[src/rtl/axi_pkg.sv]
// Shared AXI write-address types for the AW arbiter slice.
// AXI_ADDR_W is the default address width; the arbiter's ADDR_WIDTH
// parameter defaults to it.
package axi_pkg;

    localparam int         AXI_ADDR_W     = 12;
    localparam logic [1:0] AXI_BURST_INCR = 2'b01;

    // Requester index: 0 or 1.
    typedef logic axi_id_t;

    typedef struct packed {
        logic [AXI_ADDR_W-1:0] addr;
        logic [7:0]            len;
        logic [2:0]            size;
        logic [1:0]            burst;
    } aw_req_t;

    typedef enum logic {
        AW_IDLE = 1'b0,
        AW_HOLD = 1'b1
    } aw_state_t;

endpackage

[src/rtl/order_fifo.sv]
// Small synchronous FIFO holding the grant order.
// The head entry is read straight from the storage array at the read pointer.
// Pops while empty and pushes while full are ignored.
// Pointers wrap naturally; the count is one bit wider than the pointers so
// that full and empty can be told apart.
module order_fifo #(
    parameter int WIDTH = 1,
    parameter int DEPTH = 4
) (
    input  logic             clk,
    input  logic             reset,
    input  logic             push,
    input  logic [WIDTH-1:0] push_data,
    input  logic             pop,
    output logic [WIDTH-1:0] head,
    output logic             empty,
    output logic             full
);

    localparam int             PTR_W   = $clog2(DEPTH);
    localparam logic [PTR_W:0] DEPTH_C = (PTR_W+1)'(DEPTH);
    localparam logic [PTR_W:0] CNT_ONE = (PTR_W+1)'(1);
    localparam logic [PTR_W-1:0] PTR_ONE = PTR_W'(1);

    logic [WIDTH-1:0] mem [DEPTH];
    logic [PTR_W-1:0] wr_ptr;
    logic [PTR_W-1:0] rd_ptr;
    logic [PTR_W:0]   count;
    logic             do_push;
    logic             do_pop;

    assign empty   = (count == '0);
    assign full    = (count == DEPTH_C);
    assign do_push = push && !full;
    assign do_pop  = pop && !empty;
    assign head    = mem[rd_ptr];

    // Storage, pointers and occupancy; storage is cleared on reset so the
    // head reads zero until the first push.
    always_ff @(posedge clk) begin
        if (reset) begin
            wr_ptr <= '0;
            rd_ptr <= '0;
            count  <= '0;
            for (int i = 0; i < DEPTH; i++) begin
                mem[i] <= '0;
            end
        end else begin
            if (do_push) begin
                mem[wr_ptr] <= push_data;
                wr_ptr      <= wr_ptr + PTR_ONE;
            end
            if (do_pop) begin
                rd_ptr <= rd_ptr + PTR_ONE;
            end
            case ({do_push, do_pop})
                2'b10:   count <= count + CNT_ONE;
                2'b01:   count <= count - CNT_ONE;
                default: count <= count;
            endcase
        end
    end

endmodule

[src/rtl/axi_aw_arbiter.sv]
// Two-port AW arbiter in front of a single address counter. One AW is held
// on the registered m_aw* outputs at a time; the requester index of every
// grant is queued so W-channel steering can follow AW order.
// Optional feature macro: AWARB_RR_EN (round-robin on ties; otherwise
// requester 0 has fixed priority).
//
//   state   | meaning
//   --------+-------------------------------------------------
//   AW_IDLE | no AW presented; a grant may happen this cycle
//   AW_HOLD | m_awvalid=1, m_aw* fields held until m_awready
module axi_aw_arbiter
    import axi_pkg::*;
#(
    parameter int ADDR_WIDTH  = AXI_ADDR_W,
    parameter int ORDER_DEPTH = 4
) (
    input  logic                  clk,
    input  logic                  reset,
    input  logic [ADDR_WIDTH-1:0] s0_awaddr,
    input  logic [7:0]            s0_awlen,
    input  logic [2:0]            s0_awsize,
    input  logic [1:0]            s0_awburst,
    input  logic                  s0_awvalid,
    output logic                  s0_awready,
    input  logic [ADDR_WIDTH-1:0] s1_awaddr,
    input  logic [7:0]            s1_awlen,
    input  logic [2:0]            s1_awsize,
    input  logic [1:0]            s1_awburst,
    input  logic                  s1_awvalid,
    output logic                  s1_awready,
    output logic [ADDR_WIDTH-1:0] m_awaddr,
    output logic [7:0]            m_awlen,
    output logic [2:0]            m_awsize,
    output logic [1:0]            m_awburst,
    output logic                  m_awvalid,
    input  logic                  m_awready,
    output logic                  w_sel_data,
    output logic                  w_sel_valid,
    input  logic                  w_sel_ready
);

    aw_state_t state;
    axi_id_t   grant_id;
    logic      grant;
    logic      fifo_empty;
    logic      fifo_full;

`ifdef AWARB_RR_EN
    axi_id_t last_grant;

    // Round-robin pick: on a tie the requester not granted last wins.
    always_comb begin
        grant_id = 1'b0;
        if (s0_awvalid && s1_awvalid) begin
            grant_id = ~last_grant;
        end else if (s1_awvalid) begin
            grant_id = 1'b1;
        end
    end

    // Remember the last winner; reset to 1 so requester 0 takes the first tie.
    always_ff @(posedge clk) begin
        if (reset) begin
            last_grant <= 1'b1;
        end else if (grant) begin
            last_grant <= grant_id;
        end
    end
`else
    // Fixed priority pick: requester 0 wins whenever it is valid.
    always_comb begin
        grant_id = 1'b0;
        if (!s0_awvalid) begin
            grant_id = 1'b1;
        end
    end
`endif

    // Full is the registered count, so a pop in this cycle cannot unblock
    // a grant in the same cycle.
    assign grant      = !reset && (state == AW_IDLE) && !fifo_full
                        && (s0_awvalid || s1_awvalid);
    assign s0_awready = grant && (grant_id == 1'b0);
    assign s1_awready = grant && (grant_id == 1'b1);

    // AW FSM: latch the winner's fields on grant, hold them until accepted.
    always_ff @(posedge clk) begin
        if (reset) begin
            state     <= AW_IDLE;
            m_awvalid <= 1'b0;
            m_awaddr  <= '0;
            m_awlen   <= '0;
            m_awsize  <= '0;
            m_awburst <= '0;
        end else begin
            case (state)
                AW_IDLE: begin
                    if (grant) begin
                        state     <= AW_HOLD;
                        m_awvalid <= 1'b1;
                        if (grant_id) begin
                            m_awaddr  <= s1_awaddr;
                            m_awlen   <= s1_awlen;
                            m_awsize  <= s1_awsize;
                            m_awburst <= s1_awburst;
                        end else begin
                            m_awaddr  <= s0_awaddr;
                            m_awlen   <= s0_awlen;
                            m_awsize  <= s0_awsize;
                            m_awburst <= s0_awburst;
                        end
                    end
                end
                AW_HOLD: begin
                    if (m_awready) begin
                        state     <= AW_IDLE;
                        m_awvalid <= 1'b0;
                    end
                end
                default: begin
                    state     <= AW_IDLE;
                    m_awvalid <= 1'b0;
                end
            endcase
        end
    end

    order_fifo #(
        .WIDTH (1),
        .DEPTH (ORDER_DEPTH)
    ) u_order_fifo (
        .clk       (clk),
        .reset     (reset),
        .push      (grant),
        .push_data (grant_id),
        .pop       (w_sel_ready),
        .head      (w_sel_data),
        .empty     (fifo_empty),
        .full      (fifo_full)
    );

    assign w_sel_valid = !fifo_empty;

endmodule
[config.mk]
export PLATFORM = sky130hd
export DESIGN_NAME = axi_aw_arbiter
export DESIGN_NICKNAME = d
export VERILOG_FILES = /design/src/rtl/axi_pkg.sv /design/src/rtl/order_fifo.sv /design/src/rtl/axi_aw_arbiter.sv
export SDC_FILE = /design/constraint.sdc
export NUM_CORES = 1
export LEC_CHECK = 0
export CORE_MARGIN = 2
export CORE_UTILIZATION = 42
export CTS_CLUSTER_SIZE = 25
export DETAILED_ROUTE_END_ITERATION = 16
export GPL_TIMING_DRIVEN = 0
export PLACE_DENSITY = 0.9
export SYNTH_ARGS = -nofsm -noshare
export SYNTH_HDL_FRONTEND = slang
export SYNTH_SLANG_ARGS = --single-unit
export TNS_END_PERCENT = 20
[constraint.sdc]
create_clock -name clk -period 3.2 [get_ports clk]
set_input_delay 0.8 -clock clk [delete_from_list [all_inputs] [get_ports clk]]
set_output_delay 0.8 -clock clk [all_outputs]
set_load 0.01 [all_outputs]
==> flow_metrics.env <==
export IMPL_cts_sinks=40
export IMPL_worstPathRequired_ps=2400
export IMPL_clockRootBuffer="clkbuf_8"
export IMPL_cts_buffers=5
export IMPL_dp_hpwl_um=3560
export IMPL_synthesis_area_mm2=0.00193
export IMPL_synth_area_top_cells="dfxtp_1, mux2i_1, a31oi_1"
export IMPL_power_mw=1.65
export IMPL_synth_adder_area_share=0.0169
export IMPL_place_congestion=0.754
export IMPL_hold_slack_ps=483
export IMPL_worstPathArrival_ps=2290
export IMPL_via_per_inst=5.43
export IMPL_grt_pass1_wl_um=7750
export IMPL_start_util=0.439
export IMPL_first_pass_iters=4
export IMPL_maxCapViolations=0
export IMPL_startpoint="s1_awvalid"
export IMPL_powerDensity_mw_per_mm2=560
export IMPL_rr_startpoint="u_order_fifo.count[2]"
export IMPL_area_growth_pct=52.7
export IMPL_wl_um=4860
export IMPL_rsz0062_at_grt="no"
export IMPL_num_rows=24
export IMPL_synth_flop_cell="dfxtp_1"
export IMPL_netlist_area_leader_share=0.374
export IMPL_relSlewSlack=0.550
export IMPL_cts_hold_buffers=0
export IMPL_ys_seq_elements=40
export IMPL_io_buffers=84
export IMPL_hold_viol=0
export IMPL_drtIter0Drc=68
export IMPL_leakage_nw=1.12
export IMPL_status="completed"
export IMPL_yosysUniqueCellTypes=38
export IMPL_yosys_warnings=0
export IMPL_dieArea_mm2=0.00515
export IMPL_cp_start_kind="input port"
export IMPL_yosysTopAreaCell="dfxtp_1"
export IMPL_wire_per_inst_um=14.7
export IMPL_coreArea_mm2=0.00438
export IMPL_n_antenna_cell=0
export IMPL_period_needed_ps=3090
export IMPL_synth_fp_nets=243
export IMPL_grt_pass1_vias=1722
export IMPL_setup_viol=0
export IMPL_synth_compound_area_frac=0.242
export IMPL_synth_simple_gate_area_frac=0.0682
export IMPL_ios=86
export IMPL_htreeDepth=2
export IMPL_layout_nets=336
export IMPL_mostFrequentLayoutCells="clkdlybuf4s50_1, dfxtp_1, mux2i_1"
export IMPL_yosysSeqAreaShare=0.436
export IMPL_synth_top_family_by_area="compound AO/OA/AOI/OAI gates"
export IMPL_report_final_slew_viol_count=0
export IMPL_cp_end_kind="output port"
export IMPL_cts_tree="done"
export IMPL_ant_nets=0
export IMPL_synth_edff_count=4
export IMPL_fmax_mhz=324
export IMPL_ctsLongestPathBuffers=2
export IMPL_path_clk_slew_ps=70
export IMPL_grt_overflow_total=0
export IMPL_peakVddDrop_v=0.000249
export IMPL_synth_xor_area_frac=0.0182
export IMPL_drc=0
export IMPL_grt_usage=0.190
export IMPL_crit_fanout=9
export IMPL_muxShareOfSynthArea=0.152
export IMPL_hold_class="register to register"
export IMPL_num_vias=1796
export IMPL_worstSetupPathType="input port to output port"
export IMPL_insertion_delay_ps=290
export IMPL_post_route_period_util=0.966
export IMPL_layout_commonest_cell="clkdlybuf4s50_1"
export IMPL_drive_above_1_share=0.111
export IMPL_syn_inst=185
export IMPL_worst_slew_pin_slew_ps=675
export IMPL_antenna_found_initial=0
export IMPL_async_reset_ff_frac=0
export IMPL_post_synth_cell_area_avg_um2=10.4
export IMPL_chipHeight_um=71.7
export IMPL_fin_skew_ps=3.95
export IMPL_grt_max_degree=12
export IMPL_hp_start="m_awvalid"
export IMPL_die_w_um=71.7
==> synth_stat cells (all sizes together) (2+ instances only) <==
cell type,number
buf,8
a31o,2
xor2,3
nor2,10
a21oi,4
clkbuf,13
mux2i,27
inv,4
nand2b,3
and3,2
edfxtp,4
dfxtp,36
a211oi,25
a31oi,25
or3,2
nor4,2
==> cell type report <==
type	instances	area, µm²
Inverter	5	20.0
Clock buffer	8	90.1
Tap cell	52	65.1
Fill cell	338	1440
Timing Repair Buffer	86	853
Sequential cell	40	841
Buffer	21	110
Multi-Input combinational cell	119	963
==> cells by family (layout without fill, tap and decap cells) <==
family | count (synthesis) | count (layout)
AO/OA/AOI/OAI | 62 | 62
multiplexers | 28 | 28
adder cells (fa/ha/maj) | 2 | 2
buffers and inverters | 26 | 120
AND/OR/NAND/NOR | 23 | 23
flip-flops | 40 | 40
XOR/XNOR | 4 | 4
==> sequential cells by signal, summed over array words and instances, names as in the netlist, named ones only <==
| signal | count |
|---|---|
| u_order_fifo.rd_ptr | 2 |
| u_order_fifo.count | 3 |
| u_order_fifo.mem | 4 |
| m_awburst | 2 |
| state | 1 |
| m_awsize | 3 |
| m_awlen | 8 |
| m_awvalid | 1 |
| m_awaddr | 12 |
| u_order_fifo.wr_ptr | 2 |
==> worst paths after layout <==
check	end	slack, ps	depth (start not counted)
min	m_awvalid	480	1
max	s1_awready	110	7
min reg2reg	m_awvalid	480	1
max reg2reg	u_order_fifo.count[2]	690	10
==> stage by stage <==
step	setup slack (ps)	instances	cell area (µm²)	util	TNS, ps
6_report	109	331	2940	0.671	0
3_5_place_dp	-457	321	2830	0.646	-943
4_1_cts	113	331	2940	0.671	0
2_1_floorplan	306	185	1930	-	0
3_3_place_gp	-428	321	2830	0.646	-862
5_1_grt	56.1	331	2940	0.671	0
==> metal layers <==
metal	vias to the layer above	part of all wire	wire length [µm]	global-route usage
li1	880	-	-	-
met2	82	0.49	2360	0.334
met1	830	0.41	2000	0.222
met5	-	0	0	0
met3	4	0.092	448	0.0591
met4	0	0.0097	47	0.0524
==> where the power goes <==
part	internal, mW	switching [mW]
sequential	0.604	0.0582
clock	0.176	0.163
combinational	0.349	0.298
total	1.13	0.519
==> worst max-delay path, stage by stage <==
cell,delay (ps)
clkdlybuf4s50_1,390
or2_2,270
buf_4,170
and3_4,190
clkinv_2,110
nor2_1,60
dlygate4sd2_1,310
==> timing repair <==
action	CTS	global route
buffers inserted	2	0
resized for setup	5	0
setup endpoints to repair	2	0
Power figures use the tool's default switching activity.
